===== src/rtl/ps2_pkg.sv =====
// ps2_pkg: shared types and constants for the PS/2 scancode receiver
package ps2_pkg;
    typedef enum logic [1:0] {IDLE, DATA, PARITY, STOP} ps2_frame_state_e;
    localparam logic [7:0] PS2_PFX_EXT = 8'hE0;
    localparam logic [7:0] PS2_PFX_BRK = 8'hF0;
    typedef struct packed {
        logic       ext;
        logic       brk;
        logic [7:0] code;
    } ps2_evt_t;
endpackage


===== src/rtl/ps2_evt_fifo.sv =====
// ps2_evt_fifo: synchronous first-word-fall-through event queue
module ps2_evt_fifo #(
    parameter  int WIDTH = 10,
    parameter  int DEPTH = 8,
    localparam int AW    = $clog2(DEPTH)
) (
    input  logic             clk,
    input  logic             rst,
    input  logic             push,
    input  logic [WIDTH-1:0] wdata,
    input  logic             pop,
    output logic [WIDTH-1:0] rdata,
    output logic             full,
    output logic             empty,
    output logic [AW:0]      count
);
    logic [WIDTH-1:0] mem_q [DEPTH];
    logic [WIDTH-1:0] mem_d [DEPTH];
    logic [AW-1:0]    wr_q, wr_d, rd_q, rd_d;
    logic [AW:0]      count_q, count_d;
    logic             do_push, do_pop;

    assign full  = count_q == (AW+1)'(DEPTH);
    assign empty = count_q == '0;
    assign rdata = mem_q[rd_q];
    assign count = count_q;

    // a pop frees the slot a same-cycle push writes, so full+pop still accepts
    always_comb begin
        do_pop  = pop & ~empty;
        do_push = push & (~full | do_pop);
        mem_d   = mem_q;
        if (do_push) mem_d[wr_q] = wdata;
        wr_d    = wr_q + AW'(do_push);
        rd_d    = rd_q + AW'(do_pop);
        count_d = count_q + (AW+1)'(do_push) - (AW+1)'(do_pop);
    end

    always_ff @(posedge clk) begin
        if (rst) begin
            mem_q   <= '{default: '0};
            wr_q    <= '0;
            rd_q    <= '0;
            count_q <= '0;
        end else begin
            mem_q   <= mem_d;
            wr_q    <= wr_d;
            rd_q    <= rd_d;
            count_q <= count_d;
        end
    end
endmodule


===== src/rtl/ps2_scan_rx.sv =====
// ps2_scan_rx: PS/2 frame receiver with watchdog, E0/F0 prefix decoding and event FIFO
module ps2_scan_rx
    import ps2_pkg::*;
#(
    parameter int SYNC_STAGES = 3,
    parameter int TIMEOUT_CYC = 50000,
    parameter int FIFO_DEPTH  = 8
) (
    input  logic                        clk,
    input  logic                        rst,
    input  logic                        ps2_clk,
    input  logic                        ps2_data,
    output logic                        evt_valid,
    input  logic                        evt_ready,
    output logic [7:0]                  evt_code,
    output logic                        evt_ext,
    output logic                        evt_brk,
    output logic [$clog2(FIFO_DEPTH):0] fifo_count,
    output logic                        err_parity,
    output logic                        err_frame,
    output logic                        overflow
);
    localparam int WDW = $clog2(TIMEOUT_CYC + 1);

    ps2_frame_state_e       state_q, state_d;
    logic [SYNC_STAGES-1:0] clk_sync_q, clk_sync_d, data_sync_q, data_sync_d;
    logic [WDW-1:0]         wd_q, wd_d;
    logic [2:0]             bit_cnt_q, bit_cnt_d;
    logic [7:0]             byte_q, byte_d;
    logic                   par_q, par_d, byte_done_q, byte_done_d;
    logic                   ext_q, ext_d, brk_q, brk_d;
    logic                   err_parity_q, err_parity_d, err_frame_q, err_frame_d;
    logic                   overflow_q, overflow_d;
    logic                   fall, data, timeout, push, pop, full, empty;
    ps2_evt_t               evt, head;

    assign fall       = clk_sync_q[SYNC_STAGES-1] & ~clk_sync_q[SYNC_STAGES-2];
    assign data       = data_sync_q[SYNC_STAGES-1];
    assign pop        = evt_valid & evt_ready;
    assign evt_valid  = ~empty;
    assign evt_code   = head.code;
    assign evt_ext    = head.ext;
    assign evt_brk    = head.brk;
    assign err_parity = err_parity_q;
    assign err_frame  = err_frame_q;
    assign overflow   = overflow_q;

    always_comb begin
        clk_sync_d   = {clk_sync_q[SYNC_STAGES-2:0], ps2_clk};
        data_sync_d  = {data_sync_q[SYNC_STAGES-2:0], ps2_data};
        state_d      = state_q;
        bit_cnt_d    = bit_cnt_q;
        byte_d       = byte_q;
        par_d        = par_q;
        wd_d         = (fall || state_q == IDLE) ? '0 : wd_q + 1'b1;
        timeout      = state_q != IDLE && !fall && wd_q == WDW'(TIMEOUT_CYC - 1);
        byte_done_d  = 1'b0;
        err_parity_d = 1'b0;
        err_frame_d  = timeout;
        if (timeout) state_d = IDLE;
        else if (fall) begin
            case (state_q)
                IDLE: begin
                    state_d     = data ? IDLE : DATA;
                    err_frame_d = data;
                    bit_cnt_d   = '0;
                end
                DATA: begin
                    byte_d    = {data, byte_q[7:1]};
                    bit_cnt_d = bit_cnt_q + 1'b1;
                    state_d   = bit_cnt_q == 3'd7 ? PARITY : DATA;
                end
                PARITY: begin
                    par_d   = data;
                    state_d = STOP;
                end
                default: begin
                    byte_done_d  = data & ^{byte_q, par_q};
                    err_frame_d  = ~data;
                    err_parity_d = data & ~^{byte_q, par_q};
                    state_d      = IDLE;
                end
            endcase
        end
        // prefixes only arm flags; any other byte is emitted and consumes them
        ext_d = ext_q;
        brk_d = brk_q;
        push  = 1'b0;
        evt   = {ext_q, brk_q, byte_q};
        if (byte_done_q) begin
            if (byte_q == PS2_PFX_EXT) ext_d = 1'b1;
            else if (byte_q == PS2_PFX_BRK) brk_d = 1'b1;
            else begin
                push  = 1'b1;
                ext_d = 1'b0;
                brk_d = 1'b0;
            end
        end
        if (err_parity_d || err_frame_d) begin
            ext_d = 1'b0;
            brk_d = 1'b0;
        end
        overflow_d = push & full & ~pop;
    end

    always_ff @(posedge clk) begin
        if (rst) begin
            state_q      <= IDLE;
            clk_sync_q   <= '1;
            data_sync_q  <= '1;
            wd_q         <= '0;
            bit_cnt_q    <= '0;
            byte_q       <= '0;
            par_q        <= 1'b0;
            byte_done_q  <= 1'b0;
            ext_q        <= 1'b0;
            brk_q        <= 1'b0;
            err_parity_q <= 1'b0;
            err_frame_q  <= 1'b0;
            overflow_q   <= 1'b0;
        end else begin
            state_q      <= state_d;
            clk_sync_q   <= clk_sync_d;
            data_sync_q  <= data_sync_d;
            wd_q         <= wd_d;
            bit_cnt_q    <= bit_cnt_d;
            byte_q       <= byte_d;
            par_q        <= par_d;
            byte_done_q  <= byte_done_d;
            ext_q        <= ext_d;
            brk_q        <= brk_d;
            err_parity_q <= err_parity_d;
            err_frame_q  <= err_frame_d;
            overflow_q   <= overflow_d;
        end
    end

    ps2_evt_fifo #(.WIDTH($bits(ps2_evt_t)), .DEPTH(FIFO_DEPTH)) u_fifo (
        .clk  (clk),
        .rst  (rst),
        .push (push),
        .wdata(evt),
        .pop  (pop),
        .rdata(head),
        .full (full),
        .empty(empty),
        .count(fifo_count)
    );
endmodule

===== config.mk =====
export PLATFORM = sky130hd
export DESIGN_NAME = ps2_scan_rx
export DESIGN_NICKNAME = d
export VERILOG_FILES = /design/src/rtl/ps2_pkg.sv /design/src/rtl/ps2_evt_fifo.sv /design/src/rtl/ps2_scan_rx.sv
export SDC_FILE = /design/constraint.sdc
export NUM_CORES = 1
export LEC_CHECK = 0
export CORE_UTILIZATION = 30
export DETAILED_ROUTE_END_ITERATION = 6
export RECOVER_POWER = 100
export SYNTH_ARGS = -nofsm -noshare
export SYNTH_HDL_FRONTEND = slang
export SYNTH_SLANG_ARGS = --single-unit

===== constraint.sdc =====
create_clock -name clk -period 2.7 [get_ports clk]
set_input_delay 0.54 -clock clk [delete_from_list [all_inputs] [get_ports clk]]
set_output_delay 0.54 -clock clk [all_outputs]
set_load 0.03 [all_outputs]

### Yosys cells after proc, flatten, opt, wreduce, memory -nomap -nowiden

Index checks and enable logic that the tools add are counted.

* bitwise logic cells: 19
* multiplexer cells: 22
* shifts and indexed selects: 0
* equal/unequal tests: 8
* reduce and logical (&&, ||, !) cells: 23
* div/mod/pow operators: 0
* $mul: 0
* $lt $le $gt $ge: 3
* $add $sub $neg: 6

Operators with widths (count)
* 80-bit bitwise mux: 1
* 10-bit binary-select mux with 3-bit select: 1
* 10-bit demux with 3-bit select: 1
* 10-bit 2-to-1 mux: 3
* 16-bit by 1-bit adder with 16-bit output (second input constant): 1
* 16-bit equality test (second input constant): 1
* 8-bit equality test (second input constant): 2
* 1-bit 2-to-1 mux: 12
* 3-bit AND reduction: 3
* 9-bit XNOR reduction: 1
* 9-bit parity: 1
* 1-bit AND: 8
* 4-bit greater-or-equal comparator (second input constant): 2
* 1-bit NOT: 8
* 3-bit NOT with 4-bit output: 2
* 2-bit OR reduction: 4
* 3-bit by 1-bit adder with 3-bit output: 2
* 2-bit case mux with 3 select lines: 1
* 3-bit case mux with 2 select lines: 1
* 6-bit OR reduction: 1
* 4-bit by 1-bit adder with 4-bit output: 1
* 4-bit equality test (second input constant): 1
* 4-bit zero test: 1
* 4-bit by 1-bit less-than comparator with 1-bit output (second input constant): 1
* other kinds (16): 21

* memories: 0
* RAM bits: 0
* ROM bits: 0
* flip-flop bits (word level): 132
* bits of input ports: 5
* latch bits: 0
* output and inout bits: 18
* word-level logic and storage cells: 105

### Depth between registers and ports, before layout

* depth after elaboration: 8
* gate-level depth with buffers: 11

### By module

Synthesis repeated with hierarchy kept, for this count alone.

* cell total of the unflattened synthesis: 588
* area total of the unflattened synthesis: 6248.5 µm²

Modules (own cells, without submodules)
* ps2_evt_fifo: instances 1, seq. area each 1801.7 µm², area each 4398.0 µm², cells an instance 382
* ps2_scan_rx: instances 1, seq. area each 840.8 µm², area each 1850.5 µm², cells an instance 206

### Least setup slack after synthesis

OpenSTA, ideal clock, no wires.

* path kind: flip-flop to flip-flop
* start point: reg u_fifo.count_q[3], in the netlist u_fifo.count[3]
* end point: reg u_fifo.count_q[2], in the netlist u_fifo.count[2]
* stages on the path, launching flop included: 10
* setup time: 0.128 ns
* data arrival time: 2.485 ns
* setup slack: 0.088 ns
* path buffers: 1
* cell sequence: dfxtp_1 > ha_1 > or3b_1 > o221ai_2 > inv_2 > clkbuf_1 > ha_1 > fa_1 > xnor2_1 > nor2_1

* cells in the longest elaborated chain, start to end: 8
* elaborated cells between the ends (all ways): 10
* those cells by class: add/sub (2); eq/ne (1); bitwise (6); reduce/logical (1)

RTL lines
* start: declaration: line ps2_evt_fifo.sv:20 `logic [AW:0] count_q, count_d;`
* start signal: assignment: line ps2_evt_fifo.sv:49 `count_q <= count_d;`
* 4-bit zero test: line ps2_evt_fifo.sv:24 `assign empty = count_q == '0;`
* 1-bit NOT: line ps2_evt_fifo.sv:30, ps2_scan_rx.sv:40
* 1-bit AND: line ps2_scan_rx.sv:39 `assign pop = evt_valid & evt_ready;`
* 1-bit AND: line ps2_evt_fifo.sv:30 `do_pop = pop & ~empty;`
* 1-bit bitwise OR: line ps2_evt_fifo.sv:31 `do_push = push & (~full | do_pop);`
* 1-bit AND: line ps2_evt_fifo.sv:31
* 4-bit by 1-bit adder with 4-bit output: line ps2_evt_fifo.sv:36 `count_d = count_q + (AW+1)'(do_push) - (AW+1)'(do_pop);`
* 4-bit by 1-bit subtractor with 4-bit output *: line ps2_evt_fifo.sv:36

Mark *: on every way between the ends. The rest lies on a longest branch, timed or not.
A chain may end at the register's enable or synchronous reset.

### Worst setup path after layout

* start point: reg u_fifo.rd_q[1]
* end point: out evt_code[7]

* cells in the longest elaborated chain, start to end: 4

RTL lines
* start: declaration: line ps2_evt_fifo.sv:19 `logic [AW-1:0] wr_q, wr_d, rd_q, rd_d;`
* start signal: assignment: line ps2_evt_fifo.sv:48 `rd_q <= rd_d;`
* 3-bit NOT with 4-bit output (not written as such): line ps2_evt_fifo.sv:25 `assign rdata = mem_q[rd_q];`
* 10-bit binary-select mux with 3-bit select: line ps2_evt_fifo.sv:25
* 10-bit 2-to-1 mux (not written as such) (2 in a row): line ps2_evt_fifo.sv:25
* end: declaration: line ps2_scan_rx.sv:15 `output logic [7:0] evt_code,`

Every way passes these cells. The select of a mux whose other input is x is not followed.

==> results.txt <==
DR vias = 5333
Final hold slack = 0.4063 ns
Outcome = finished clean
Warnings, synthesis = 0
PwrDens = 703.4 nW/um^2
Post-synth top cells = dfxtp_1, a21oi_1, nand4_1
Design Area, Final = 7507 um^2
DRC violations left = 0
DRT antenna net count = 0
Gpl congestion = 0.7350
Mapped Cells = 688
Die area = 21790 um^2
FF+latch count, synth = 132
Largest stage delay, worst path = 0.54 ns
GRT overflow = 0
Critical-path top delay cell = mux4_2
Peak VDD IR = 0.0004250 V
Slew Limit Fails = 0
Synth Flop Type = dfxtp_1
Fill cell count = 2066
# clock sinks = 132
Die extent in y = 147.6 um
Synth top area cells = dfxtp_1, o31ai_1, nand4_1
Yosys cell types = 48
Worst EP arrival = 2.09 ns
# IOs = 23
DP HPWL = 9387 um
First-pass DRT Iterations = 5
Mapped Avg Cell Area = 9.246 um^2
Multi-input logic area = 3322 um^2
Initial Util = 0.3104
Startpoint types = register
Post-layout min period = 2.633 ns
Max-slew headroom = 0.04018
Post-synth ARST share = 0
Number of antenna diodes = 0
Area Growth Syn to Fin = 18.02%
Routed wire length = 16410 um
Post-synthesis sequential area ratio = 0.4154
Final setup fails = 0
H-tree Lvls = 4
Synthesized net count = 712
Synthesized cell area = 6361 um^2
Placed inst area = 6884 um^2
Leakage = 2.430 nW
Worst-Margin Slew = 1.440 ns
Clk buf depth = 2
1st-iter DRT viols = 491
CTS tree = done
Crit-path max FO = 14
Crit path capture type = primary output
Pin count of the biggest net entering global routing = 87
Most frequent cell after synthesis = dfxtp_1
Initial antenna violation count = 0
Sequential cell area = 2645 um^2
Root buf cell = clkbuf_16
# rows = 52
All-Layer GR Usage = 0.1567
Worst path cell trace = buf_12 > mux4_2 > mux2_2 > clkdlybuf4s15_2
I/O Buffers = 22
Fin cells = 960
Max_cap viols = 0
Placed cells = 922
EDFF count, synth = 0
Hold crit path type = register to register
Yosys top cell by area = dfxtp_1
Clk Latency, worst-skew pair = 0.43 ns
Core area = 20490 um^2
Crit path kind = register to primary output
Global-route wire length before repair = 27290 um
RSZ-0062 raised after global routing = false
Die W = 147.6 um
Vias in the first global route = 5146
Reg clk slew, reported paths = 0.06 ns
Layout net count = 701
Final Cycle Share = 0.9750
Average routed wire per standard cell = 17.09 um
Setup Skew = 0.01020 ns
Share of layout cells above drive strength 1 = 0.1667
Peak Freq = 379.9 MHz
Setup TNS = 0 ns
Critical Path RT = 2.16 ns
Vias/cell = 5.555
TritonCTS buffer count = 17
Post-synth top area share = 0.4154
Hold violation count in the final report = 0
-- critical path: cells and delay by family (launching register included) --
family,cells,cell delay (ns)
buf+inv,2,0.45
flops,1,0.38
mux,2,0.83
-- layer usage --
metal / track usage / vias to the layer above / share of wire
met4: 0.05155 / 0 / 0.012
met3: 0.03951 / 22 / 0.062
li1: - / 2564 / -
met2: 0.2394 / 177 / 0.45
met5: 0 / - / 0
met1: 0.2150 / 2570 / 0.47
-- registers in the layout (all words and copies together), names as in the netlist, 2 cells and up --
register      cells
wd_q             16
byte_q            8
state_q           2
bit_cnt_q         3
clk_sync_q        3
u_fifo.mem_q     80
u_fifo.wr_q       3
u_fifo.rd_q       3
data_sync_q       3
u_fifo.count      4
-- report_power, final --
group | internal [mW] | leakage [nW] | switching, mW
Combinational | 0.368 | 1.05 | 0.376
Clock | 1.58 | 0.309 | 0.925
Sequential | 1.99 | 1.07 | 0.0353
Total | 3.94 | 2.43 | 1.34
-- stage by stage --
stage	setup WS, ns	utilization	total power [mW]
after floorplan	0.08785	-	2.551
after global placement	0.2042	0.3359	2.808
after detailed placement	0.2036	0.3359	2.809
after CTS	0.001958	0.3671	5.323
after global routing	0.01365	0.3663	5.498
final	0.06740	0.3663	5.281
-- worst paths after layout --
kind	startpoint	to	slack (ns)	cells after the start
worst max-delay path	u_fifo.rd_q[1]$_SDFF_PP0_	evt_code[7]	0.07	4
worst max register to register	u_fifo.count[2]$_SDFF_PP0_	u_fifo.wr_q[1]$_SDFF_PP0_	0.14	9
worst min-delay path	clk_sync_q[0]$_SDFF_PP1_	clk_sync_q[1]$_SDFF_PP1_	0.41	1
worst min register to register	clk_sync_q[0]$_SDFF_PP1_	clk_sync_q[1]$_SDFF_PP1_	0.41	1
-- repair_timing --
action                                 CTS  global route
setup endpoints to repair                9             8
resized for setup                       18             8
pin swaps                                0             0
endpoints found under the hold margin    0             0
hold buffers                             0             0
buffers inserted                         0             6
-- cell usage in the layout, fill, tap and decap left out, drive strengths merged, types with 5 or more instances in the layout --
cell type,instances
mux4,20
dlygate4sd3,8
o21ai,6
mux2,10
nand3,8
nand2,24
xor2,6
nor2,26
or2,8
nor2b,13
o31ai,80
inv,21
a21oi,96
buf,26
clkinv,5
dfxtp,132
nand4,84
xnor2,13
ha,18
or3,7
clkbuf,29
-- cells by family after synthesis --
family,Yosys count,share of synthesized area
flip-flops,132,0.4154
AND/OR/NAND/NOR,193,0.1727
buffers and inverters,100,0.06137
multiplexers,32,0.09166
XOR/XNOR,21,0.03344
adder cells (fa/ha/maj),19,0.03855
AO/OA/AOI/OAI,191,0.1869
-- final cells by class --
| cell class | count | share of cell area |
|---|---|---|
| clock buffers | 18 | 0.05850 |
| clock inverters | 14 | 0.02667 |
| inverters | 18 | 0.009000 |
| multi-input cells | 456 | 0.4425 |
| flip-flops and latches | 132 | 0.3523 |
| well taps | 270 | 0.04500 |
| repair buffers | 52 | 0.06600 |
(Power assumes the default switching activity.)
